### config.mk
export PLATFORM = sky130hd
export DESIGN_NAME = serial_adder_ctrl
export DESIGN_NICKNAME = d
export VERILOG_FILES = /design/src/rtl/serial_adder_ctrl.sv
export SDC_FILE = /design/constraint.sdc
export NUM_CORES = 1
export LEC_CHECK = 0
export ABC_AREA = 1
export BUFFER_PORTS_ARGS = -buffer_cell sky130_fd_sc_hd__buf_4
export CAP_MARGIN = 10
export CELL_PAD_IN_SITES_DETAIL_PLACEMENT = 1
export CELL_PAD_IN_SITES_GLOBAL_PLACEMENT = 1
export CORE_MARGIN = 2
export CORE_UTILIZATION = 42
export CTS_CLUSTER_SIZE = 25
export DETAILED_ROUTE_END_ITERATION = 8
export PLACE_DENSITY_LB_ADDON = 0.1
export SYNTH_ARGS = -nofsm -noshare
export SYNTH_HDL_FRONTEND = slang
export SYNTH_SLANG_ARGS = --single-unit
### constraint.sdc
create_clock -name i_clk -period 3.4 [get_ports i_clk]
set_input_delay 0.34 -clock i_clk [delete_from_list [all_inputs] [get_ports i_clk]]
set_output_delay 0.34 -clock i_clk [all_outputs]
set_load 0.01 [all_outputs]
### src/rtl/serial_adder_ctrl.sv
// serial_adder_ctrl
//   Bit-serial add/subtract controller. A single full-adder slice is
//   sequenced over WIDTH-bit operands, one bit per clock, LSB first.
//   Subtraction is done as a + ~b + 1: the operand B is inverted at
//   capture and the carry flip-flop is preset to 1.
//
// Ports
//   i_clk    rising-edge clock
//   i_rst_n  synchronous reset, active-low
//   i_start  operation request, sampled only while idle
//   i_sub    0 = a+b, 1 = a-b, sampled with i_start
//   i_a/i_b  WIDTH-bit operands, sampled with i_start
//   o_busy   high while the slice is being sequenced
//   o_done   one-cycle pulse, result outputs freshly published
//   o_sum    result, held until the next completed operation
//   o_cout   final carry out (subtract: 1 = no borrow)
//   o_ovf    signed overflow (carry into MSB ^ carry out of MSB)

module serial_adder_ctrl #(
  parameter int WIDTH = 8
) (
  input  logic             i_clk,
  input  logic             i_rst_n,
  input  logic             i_start,
  input  logic             i_sub,
  input  logic [WIDTH-1:0] i_a,
  input  logic [WIDTH-1:0] i_b,
  output logic             o_busy,
  output logic             o_done,
  output logic [WIDTH-1:0] o_sum,
  output logic             o_cout,
  output logic             o_ovf
);

  localparam int CW = $clog2(WIDTH);
  localparam logic [CW-1:0] LAST_BIT = CW'(WIDTH - 1);

  typedef enum logic [1:0] {
    S_IDLE = 2'd0,
    S_RUN  = 2'd1,
    S_DONE = 2'd2
  } state_t;

  // Full-adder slice helpers
  function automatic logic fa_sum(input logic x, input logic y, input logic c);
    return x ^ y ^ c;
  endfunction

  function automatic logic fa_carry(input logic x, input logic y, input logic c);
    return (x & y) | (x & c) | (y & c);
  endfunction

  state_t           r_state;
  logic [WIDTH-1:0] r_opa;
  logic [WIDTH-1:0] r_opb;
  logic [WIDTH-1:0] r_acc;
  logic             r_carry;
  logic [CW-1:0]    r_cnt;
  logic             r_busy;
  logic             r_done;
  logic [WIDTH-1:0] r_sum;
  logic             r_cout;
  logic             r_ovf;

  logic             w_slice_sum;
  logic             w_slice_carry;
  logic [WIDTH-1:0] w_acc_next;

  assign w_slice_sum   = fa_sum(r_opa[0], r_opb[0], r_carry);
  assign w_slice_carry = fa_carry(r_opa[0], r_opb[0], r_carry);
  // New sum bit enters at the MSB; after WIDTH shifts bit 0 lands at bit 0.
  assign w_acc_next    = {w_slice_sum, r_acc[WIDTH-1:1]};

  // Controller FSM, datapath shift registers and registered result outputs
  always_ff @(posedge i_clk) begin
    if (!i_rst_n) begin
      r_state <= S_IDLE;
      r_opa   <= '0;
      r_opb   <= '0;
      r_acc   <= '0;
      r_carry <= 1'b0;
      r_cnt   <= '0;
      r_busy  <= 1'b0;
      r_done  <= 1'b0;
      r_sum   <= '0;
      r_cout  <= 1'b0;
      r_ovf   <= 1'b0;
    end else begin
      case (r_state)
        S_IDLE: begin
          r_done <= 1'b0;
          if (i_start) begin
            r_opa   <= i_a;
            r_opb   <= i_sub ? ~i_b : i_b;
            r_carry <= i_sub;
            r_cnt   <= '0;
            r_busy  <= 1'b1;
            r_state <= S_RUN;
          end else begin
            r_busy  <= 1'b0;
            r_state <= S_IDLE;
          end
        end
        S_RUN: begin
          r_acc   <= w_acc_next;
          r_opa   <= {1'b0, r_opa[WIDTH-1:1]};
          r_opb   <= {1'b0, r_opb[WIDTH-1:1]};
          r_carry <= w_slice_carry;
          r_cnt   <= r_cnt + CW'(1);
          if (r_cnt == LAST_BIT) begin
            // On the MSB slice r_carry is the carry into the MSB, so the
            // overflow flag is formed directly from it here.
            r_sum   <= w_acc_next;
            r_cout  <= w_slice_carry;
            r_ovf   <= r_carry ^ w_slice_carry;
            r_busy  <= 1'b0;
            r_done  <= 1'b1;
            r_state <= S_DONE;
          end else begin
            r_busy  <= 1'b1;
            r_done  <= 1'b0;
            r_state <= S_RUN;
          end
        end
        S_DONE: begin
          r_busy  <= 1'b0;
          r_done  <= 1'b0;
          r_state <= S_IDLE;
        end
        default: begin
          r_busy  <= 1'b0;
          r_done  <= 1'b0;
          r_state <= S_IDLE;
        end
      endcase
    end
  end

  assign o_busy = r_busy;
  assign o_done = r_done;
  assign o_sum  = r_sum;
  assign o_cout = r_cout;
  assign o_ovf  = r_ovf;

endmodule

==> summary.md, run 1 <==
| Metric | Value |
|---|---|
| Crit-path max FO | `26` |
| Post-CTS Hold Fix Bufs | `0` |
| GRT Total Usage | `19.12%` |
| DRT iter0 DRCs | `61` |
| CTS max path bufs | `2` |
| Setup WS pre-CTS | `1954 ps` |
| Inserted Clock Buffers | `5` |
| First-pass GRT wire length | `7541 µm` |
| Clock transition at path regs | `90 ps` |
| Total number of vias | `1622` |
| CP cell instances | `nand2_4 > nor2_4 > inv_2 > nand3_1 > o21ai_0` |
| Post-synthesis cell type count | `19` |
| Gate Count Post-Synth | `248` |
| Syn Area/Cell | `7.189 µm²` |
| Register-to-Register Path Depth | `5` |
| Final Setup Violations | `0` |
| Routed WL | `4294 µm` |
| Initial Util | `44.25%` |
| Post-synth net total | `271` |
| Register area share after synthesis | `44.91%` |
| GRT Residual Overflow | `0` |
| Critical path type | `register to register` |
| Max Cap Violations | `0` |
| # resized after CTS | `0` |
| Area grow syn2layout | `19.30%` |
| Vias in the first global route | `1693` |
| CP max-delay cell | `dfxtp_1` |
| Ports | `32` |
| Pleak | `1.076 nW` |
| Final ANT Viol Nets | `0` |
| Reg2reg setup slack | `1950 ps` |
| Hold Slack | `313.6 ps` |
| H-Tree Depth | `2` |
| Slowest stage delay, CP | `490 ps` |
| Area contributors post-synth | `dfxtp_1 45%, nand2_1 15%, nor2_1 7.2%` |
| Period utilisation layout | `42.72%` |
| Die height | `69.16 µm` |
| Core box area | `4029 µm²` |
| Total chip power | `1.038 mW` |
| Synth area leader | `dfxtp_1` |
| Cell Area, Placed | `2012 µm²` |
| Average wire per cell in the routed design | `13.09 µm` |
| Final Critical Period | `1452 ps` |
| Final hold violations | `0` |
| Syn. warnings | `0` |
| Post-synth top area share | `44.91%` |
| Initial antenna violation count | `0` |
| F_max | `688.5 MHz` |
| Clock latency on the worst-skew pair | `300 ps` |
| Final Skew | `9.975 ps` |
| PD cells | `488.1 nW/µm²` |
| Drt via density | `4.945` |
| Critical path required time | `3590 ps` |
| DRC Markers | `0` |
| Post-DP HPWL | `2946 µm` |
| Worst VDD drop | `336.3 µV` |
| Final worst-path setup slack | `1948 ps` |
| Hold path depth | `3` |
| ANT cells | `0` |
| Port-buffer cells | `31` |
| CP Launch Type | `register` |
| Worst-Margin Slew | `561.3 ps` |
| RePlAce Congestion | `0.7422` |
| RSZ-0062 raised after global routing | `false` |
| Design area | `2127 µm²` |
| CTS tree | `built` |
| Share of cells above drive strength 1 | `17.99%` |
| Final TNS setup | `0 ps` |
| Final net count | `300` |
| Post CTS Setup Buffer Count | `0` |
| Clock root cell | `clkbuf_8` |
| Clock sink total | `40` |
| Crit path DAT | `1640 ps` |
| Std cell rows | `23` |
| Status | `finished, final reports clean` |
| Synthesized cell area | `1783 µm²` |
| #FFs+latches synth | `40` |
| Die area | `4782 µm²` |
| Drt pass-1 iters | `4` |
| Min-Delay Path Class | `primary input to register` |
| Die width | `69.16 µm` |
| Rel. slew slack | `62.49%` |
| Final Max Slew Viols | `0` |
| Endpoint class of the critical path | `register` |
| Largest net degree at the start of global routing | `34` |
sequential cells by signal, summed over array words and instances, names as in the netlist:
signal,cells
o_sum,8
r_cnt,3
o_done,1
r_acc,7
r_opa,8
o_cout,1
r_state,2
r_carry,1
r_opb,8
o_ovf,1
path summary, 6_finish.rpt:
kind                                  from       end
worst min register to register    r_opa[7]  r_opa[7]
worst max register to register  r_state[0]    o_cout
worst min-delay path                i_a[7]  r_opa[7]
worst max-delay path            r_state[0]    o_cout
cells in the final DEF, fill, tap and decap left out, drive strengths merged:
cell      netlist  routed
clkbuf          3       5
clkinvlp        0       1
nand2          76      76
dfxtp          40      40
ha              2       2
o21ai          24      24
nand3          18      18
fa              1       1
inv            27      28
nor2           37      37
a211oi          3       3
xor2            2       2
bufinv          0       1
buf             6      31
o21a            1       1
a21oi           8       8
synth_stat cells:
library cell  number
xor2_1             2
o21ai_0           24
a211oi_1           3
a21oi_1            8
inv_1             23
nor2_1            34
dfxtp_1           40
nand2_4            3
buf_2              2
fa_1               1
nand2_1           72
nand2_2            1
clkbuf_1           3
ha_1               2
inv_2              4
nand3_1           18
buf_6              4
o21a_1             1
nor2_4             3
layer usage:
metal / GRT usage, % / part of all wire (%) / up-vias
met5: 0 / 0 / -
met4: 5.447 / 1.3 / 0
met3: 5.117 / 3.4 / 6
met2: 31.20 / 48 / 31
met1: 24.84 / 47 / 757
li1: - / - / 828
worst max-delay path, delay by kind of cell, from the launching register on:
family / cells / cell delay, ps
flops: 1 / 490
compound gates: 1 / 90
buf+inv: 1 / 150
simple gates: 3 / 630
cells by family after synthesis:
logic type | count (synthesis) | share of synthesized area [%]
DFF | 40 | 44.91
AOI/OAI and AO/OA | 36 | 10.67
buffers and inverters | 36 | 9.403
and+or+nand+nor | 131 | 31.51
xor gates and xnor gates | 2 | 0.9826
adders and majority gates | 3 | 2.526
cell type report:
cell class / instances / area, µm²
Fill cell: 535 / 1902
Multi-Input combinational cell: 172 / 814.5
Sequential cell: 40 / 800.8
Clock buffer: 5 / 68.82
Tap cell: 50 / 62.56
Timing Repair Buffer: 31 / 232.7
Inverter: 27 / 101.3
Clock inverter: 3 / 46.29
stage by stage:
stage	cells	util (%)
after floorplan	248	-
final	328	52.80
after CTS	328	52.80
after detailed placement	320	49.94
after global routing	328	52.80
after global placement	320	49.94
where the power goes:
part	switching [mW]	total [mW]	internal (mW)
registers	0.0167	0.510	0.494
logic	0.0792	0.129	0.0500
clock network	0.177	0.399	0.221
total	0.273	1.04	0.765
(Power assumes the default switching activity.)
==> run 2, diff against run 1 <==
ABC_AREA = 0   (was 1)
CORE_UTILIZATION = 38   (was 42)
clock period = 1.2 ns   (was 3.4 ns; I/O delays follow)
==> summary.md, run 2 <==
| Metric | Value |
|---|---|
| Syn Area/Cell | `9.769 µm² (+36%)` |
| CP max-delay cell | `fa_2` |
| Largest net degree at the start of global routing | `41 (+21%)` |
| F_max | `814.4 MHz (+18%)` |
| Hold Slack | `127.9 ps (-185.7 ps)` |
| Final hold violations | `0 (unchanged)` |
| GRT Residual Overflow | `0 (unchanged)` |
| RePlAce Congestion | `0.7479 (+0.77%)` |
| Post-DP HPWL | `2893 µm (-1.8%)` |
| Post-synth top area share | `45.04% (+0.13 points)` |
| Clock root cell | `clkbuf_8` |
| Initial Util | `40.01% (-4.2 points)` |
| CTS max path bufs | `2 (unchanged)` |
| Failing checks | `negative setup slack` |
| Final TNS setup | `-97.27 ps (-97.27 ps)` |
| DRT iter0 DRCs | `38 (-38%)` |
| GRT Total Usage | `17.94% (-1.2 points)` |
| Final Critical Period | `1228 ps (-224.6 ps)` |
| ANT cells | `0 (unchanged)` |
| Dominant synthesized flop cell | `dfxtp_1` |
| Port-buffer cells | `31 (unchanged)` |
| Status | `finished, violations left` |
| Most frequent cells in the layout | `47 x nand2_1, 41 x buf_4, 35 x dfxtp_1` |
| Die width | `72.40 µm (+4.7%)` |
| PD cells | `1198 nW/µm² (+150%)` |
| First-pass GRT wire length | `7238 µm (-4.0%)` |
| Register area share after synthesis | `45.04% (+0.13 points)` |
| Synth cell count leaders | `48 x nand2_1, 40 x dfxtp_1, 16 x a21boi_0` |
| Drt pass-1 iters | `4 (unchanged)` |
| CP cell instances | `fa_2 > mux2i_1 > nand2_1 > o211a_1` |
| Most frequent cell after synthesis | `nand2_1` |
| Core box area | `4444 µm² (+10%)` |
| Std cell rows | `24 (+4.3%)` |
| Period utilisation layout | `102.3% (+60 points)` |
| Vias in the first global route | `1490 (-12%)` |
| Drt via density | `5.201 (+5.2%)` |
| Post-CTS Hold Fix Bufs | `0 (unchanged)` |
| Average wire per cell in the routed design | `15.43 µm (+18%)` |
| DRC Markers | `0 (unchanged)` |
| RSZ-0062 raised after global routing | `true` |
| Area contributors post-synth | `dfxtp_1 45%, nand2_1 10%, a21boi_0 6.8%` |
| Min-Delay Path Class | `primary input to register` |
| Die height | `72.40 µm (+4.7%)` |
| Area grow syn2layout | `27.87%` |
| CTS tree | `built` |
| Post-synthesis cell type count | `29 (+10)` |
| Post-synth net total | `205 (-24%)` |
| Final Max Slew Viols | `0 (unchanged)` |
| Final Skew | `2.298 ps (-7.677 ps)` |
| Die area | `5242 µm² (+9.6%)` |
| Final Setup Violations | `5 (+5)` |
| Syn. warnings | `0 (unchanged)` |
| Final net count | `244 (-19%)` |
| Endpoint class of the critical path | `register` |
| Crit path DAT | `1420 ps (-220 ps)` |
| Most common cell after layout, fill and taps aside | `nand2_1` |
| Clock transition at path regs | `70 ps (-20 ps)` |
| Final ANT Viol Nets | `0 (unchanged)` |
| Clock sink total | `40 (unchanged)` |
| Clock latency on the worst-skew pair | `290 ps (about the same)` |
| H-Tree Depth | `2 (unchanged)` |
| Gate Count Post-Synth | `182 (-27%)` |
| Synthesized cell area | `1778 µm² (-0.28%)` |
| Critical path type | `register to register` |
| Post-synth EDFFs | `0 (unchanged)` |
| Inserted Clock Buffers | `5 (unchanged)` |
| Ports | `32 (unchanged)` |
| FFs w/ async S/R, synth | `0% (unchanged)` |
| Initial antenna violation count | `0 (unchanged)` |
| Multi-input logic area | `957.2 µm² (+18%)` |
| Slowest stage delay, CP | `420 ps (-70 ps)` |
| Pleak | `0.9618 nW (-11%)` |
| Worst-Margin Slew | `349.2 ps (-212.1 ps)` |
| Rel. slew slack | `76.72% (+14 points)` |
| Fillcell total | `514 (-3.9%)` |
| CP Launch Type | `register` |
| Final worst-path setup slack | `-27.83 ps (-1975 ps)` |
| Crit-path max FO | `3 (-88%)` |
| Share of cells above drive strength 1 | `33.78% (+16 points)` |
| Max Cap Violations | `0 (unchanged)` |
| Critical path required time | `1390 ps (-2200 ps)` |
| Routed WL | `4227 µm (-1.6%)` |
| Worst VDD drop | `488.4 µV (+45%)` |
| Synth area leader | `dfxtp_1` |
| Total number of vias | `1425 (-12%)` |
| Reg area | `809.5 µm² (+1.1%)` |
| #FFs+latches synth | `40 (unchanged)` |
## run 2: logic make-up (layout without fill, tap and decap cells)
kind of cell | count (synthesis) | in the layout | synth area share, %
and+or+nand+nor | 68 | 70 | 18.65
buffers and inverters | 14 | 52 | 5.770
DFF | 40 | 40 | 45.04
AOI/OAI and AO/OA | 38 | 38 | 17.95
muxes | 10 | 10 | 5.630
adders and majority gates | 3 | 3 | 2.533
xor gates and xnor gates | 9 | 9 | 4.434
## run 2: final cells by class
| cell class | count | share of cell area [%] |
|---|---|---|
| Multi-Input combinational cell | 130 | 42.10 |
| Clock buffer | 8 | 3.963 |
| Tap cell | 52 | 2.862 |
| Inverter | 1 | 0.1651 |
| Sequential cell | 40 | 35.61 |
| Timing Repair Buffer | 43 | 15.30 |
## run 2: where the power goes
group / internal (mW) / switching, mW / leakage [nW]
sequential: 1.38 / 0.0385 / 0.328
clock: 0.469 / 0.456 / 0.0455
combinational: 0.201 / 0.175 / 0.588
## run 2: critical path: cells and delay by family, from the launching register on
family,cells,cell delay [ps]
adders and majority gates,1,420
and+or+nand+nor,1,90
DFF,1,340
muxes,1,150
AOI/OAI and AO/OA,1,130
## run 2: what timing repair did
item                                    4_1_cts  5_1_grt
buffers inserted                              3        0
pin swaps                                     2        3
gates resized for setup                      13       11
gates cloned                                  1        1
endpoints found under the setup margin       29       22
## run 2: final timing paths
check,slack (ps),start,cells past startpoint,end
max,-30,r_carry,4,r_carry
min,130,i_a[7],3,r_opa[7]
max reg2reg,-30,r_carry,4,r_carry
min reg2reg,460,o_sum[0],2,o_sum[0]
## run 2: routing by layer
metal	GRT usage [%]	part of all wire, %	wire length [µm]	up-vias
met5	0	0	0	-
met4	5.556	1.3	56	0
met3	4.583	3.5	146	6
met2	32.52	52	2208	26
met1	20.62	43	1816	684
li1	-	-	-	709
## run 2: through the flow
step	total power [mW]	worst slack (ps)	cells	instance area, µm²	util (%)
6_report	2.724	-27.83	274	2273	51.15
5_1_grt	2.841	-110.2	274	2273	51.15
4_1_cts	2.742	-28.13	273	2227	50.11
3_5_place_dp	1.805	-116.4	261	2097	47.18
3_3_place_gp	1.781	-50.42	261	2097	47.18
2_1_floorplan	1.672	-69.85	182	1805	-
==> run 3, diff against run 2 <==
BUFFER_PORTS_ARGS = unset   (was -buffer_cell sky130_fd_sc_hd__buf_4)
CORE_UTILIZATION = 42   (was 38)
DONT_BUFFER_PORTS = 1   (was unset)
PLACE_DENSITY = 0.81   (was unset)
PLACE_DENSITY_LB_ADDON = unset   (was 0.1)
==> summary.md, run 3 (synthesis gave the netlist of run 2 again) <==
| Metric | Value |
|---|---|
| Pleak | `0.9300 nW (-3.3%)` |
| Vias in the first global route | `1400 (-6.0%)` |
| Drt pass-1 iters | `4 (unchanged)` |
| Most frequent cells in the layout | `44 x nand2_1, 35 x dfxtp_1, 12 x buf_4` |
| Final Critical Period | `1261 ps (+33.22 ps)` |
| RSZ-0062 raised after global routing | `true` |
| Multi-input logic area | `1022 µm² (+6.8%)` |
| Max Cap Violations | `0 (unchanged)` |
| PD cells | `1237 nW/µm² (+3.2%)` |
| Die width | `69.07 µm (-4.6%)` |
| CTS tree | `built` |
| Buffers & Inverters on Critical Path | `0 (unchanged)` |
| Hold Slack | `13.60 ps (-114.3 ps)` |
| Ports | `32 (unchanged)` |
| Final net count | `222 (-9.0%)` |
| Crit-path max FO | `7 (+4)` |
| Slowest stage delay, CP | `370 ps (-50 ps)` |
| Total chip power | `2.765 mW (+1.5%)` |
| Rel. slew slack | `83.88% (+7.2 points)` |
| Critical path required time | `1390 ps (about the same)` |
| Fillcell total | `445 (-13%)` |
| Initial Util | `44.13% (+4.1 points)` |
| Area grow syn2layout | `25.69%` |
| First-pass GRT wire length | `6727 µm (-7.1%)` |
| Total number of vias | `1366 (-4.1%)` |
| Post-DP HPWL | `2691 µm (-7.0%)` |
| Share of cells above drive strength 1 | `30.50% (-3.3 points)` |
| ANT cells | `0 (unchanged)` |
| Drt via density | `5.464 (+5.1%)` |
| Largest net degree at the start of global routing | `40 (-2.4%)` |
| Worst-Margin Slew | `240.0 ps (-109.2 ps)` |
| DRT iter0 DRCs | `58 (+53%)` |
| DRC Markers | `0 (unchanged)` |
| Average wire per cell in the routed design | `18.22 µm (+18%)` |
| CTS max path bufs | `2 (unchanged)` |
| CP cell instances | `ha_4 > ha_4 > and3b_2 > nand2_1 > o211a_1` |
| Crit path DAT | `1460 ps (+40 ps)` |
| Final Max Slew Viols | `0 (unchanged)` |
| Die height | `69.07 µm (-4.6%)` |
| Most common cell after layout, fill and taps aside | `nand2_1` |
| Inserted Clock Buffers | `5 (unchanged)` |
| Routed WL | `4555 µm (+7.8%)` |
| Period utilisation layout | `105.1% (+2.8 points)` |
| Endpoint class of the critical path | `register` |
| Clock latency on the worst-skew pair | `300 ps (about the same)` |
| Status | `finished, violations left` |
| RePlAce Congestion | `0.7359 (-1.6%)` |
| CP Launch Type | `register` |
| CP max-delay cell | `dfxtp_2` |
| Std cell rows | `23 (-4.2%)` |
| Final Setup Violations | `10 (+5)` |
| Worst VDD drop | `698.4 µV (+43%)` |
| Critical path type | `register to register` |
| Final ANT Viol Nets | `0 (unchanged)` |
| GRT Total Usage | `18.09% (+0.15 points)` |
| GRT Residual Overflow | `0 (unchanged)` |
| Failing checks | `negative setup slack` |
| Delay-heaviest family, CP | `flip-flops` |
| Clock root cell | `clkbuf_8` |
| Clock sink total | `40 (unchanged)` |
| Core box area | `4029 µm² (-9.3%)` |
| Min-Delay Path Class | `primary input to register` |
| H-Tree Depth | `2 (unchanged)` |
| Final Skew | `5.977 ps (+3.679 ps)` |
| Clock transition at path regs | `80 ps (about the same)` |
| Final hold violations | `0 (unchanged)` |
| Final worst-path setup slack | `-61.05 ps (-33.22 ps)` |
| Initial antenna violation count | `0 (unchanged)` |
| F_max | `793.0 MHz (-2.6%)` |
| Reg area | `809.5 µm² (unchanged)` |
| Top cell by count, worst path | `ha_4` |
| Die area | `4770 µm² (-9.0%)` |
| Port-buffer cells | `0 (-100%)` |
-- run 3: cell types whose count changed in the layout (fill, tap and decap cells not counted), sizes merged --
cell,before,now
buf,43,19
clkinvlp,0,2
and2b,2,1
clkbuf,8,7
dlygate4sd3,0,1
nand3b,1,2
-- run 3: stage by stage --
step                      std cells  TNS [ps]  util [%]  instance area [µm²]  worst slack [ps]
after detailed placement        228     -1243     45.90                 1849            -122.1
after global placement          228    -256.6     45.90                 1849            -41.70
final                           250    -274.2     55.47                 2235            -61.05
after CTS                       244    -66.24     51.21                 2063            -27.35
after global routing            250     -1030     55.47                 2235            -111.4
after floorplan                 182    -180.9         -                 1805            -69.85
-- run 3: repair_timing --
action	4_1_cts	5_1_grt
hold endpoints to repair	39	0
endpoints found under the setup margin	22	27
setup buffers	5	4
gates cloned	1	2
pin swaps	6	10
hold buffers	2	0
gates resized for setup	15	24
-- run 3: metal layers --
| layer | GRT usage [%] | share of wire (%) | up-vias |
|---|---|---|---|
| met5 | 0 | 0 | - |
| met3 | 6.433 | 4.3 | 6 |
| met4 | 8.715 | 1.4 | 0 |
| li1 | - | - | 669 |
| met1 | 18.85 | 39 | 661 |
| met2 | 32.05 | 55 | 30 |
-- run 3: final timing paths --
path | start | to | slack, ps | cells after the start
max | r_cnt[0] | o_ovf | -60 | 5
min | i_a[7] | r_opa[7] | 10 | 2
max reg2reg | r_cnt[0] | o_ovf | -60 | 5
min reg2reg | r_acc[5] | o_sum[4] | 480 | 2
-- run 3: cell type report --
class,instances,share of cell area (%)
sequential,40,36.23
clock inverter,2,0.6719
inverter,1,0.1680
multi-input combinational,130,45.74
tap,50,2.800
clock buffer,6,3.695
timing repair buffer,21,10.69
-- run 3: power breakdown --
part | total (mW) | switching, mW | internal [mW]
clock | 0.952 | 0.487 | 0.465
combinational | 0.392 | 0.183 | 0.209
sequential | 1.42 | 0.0370 | 1.38
total | 2.76 | 0.706 | 2.06
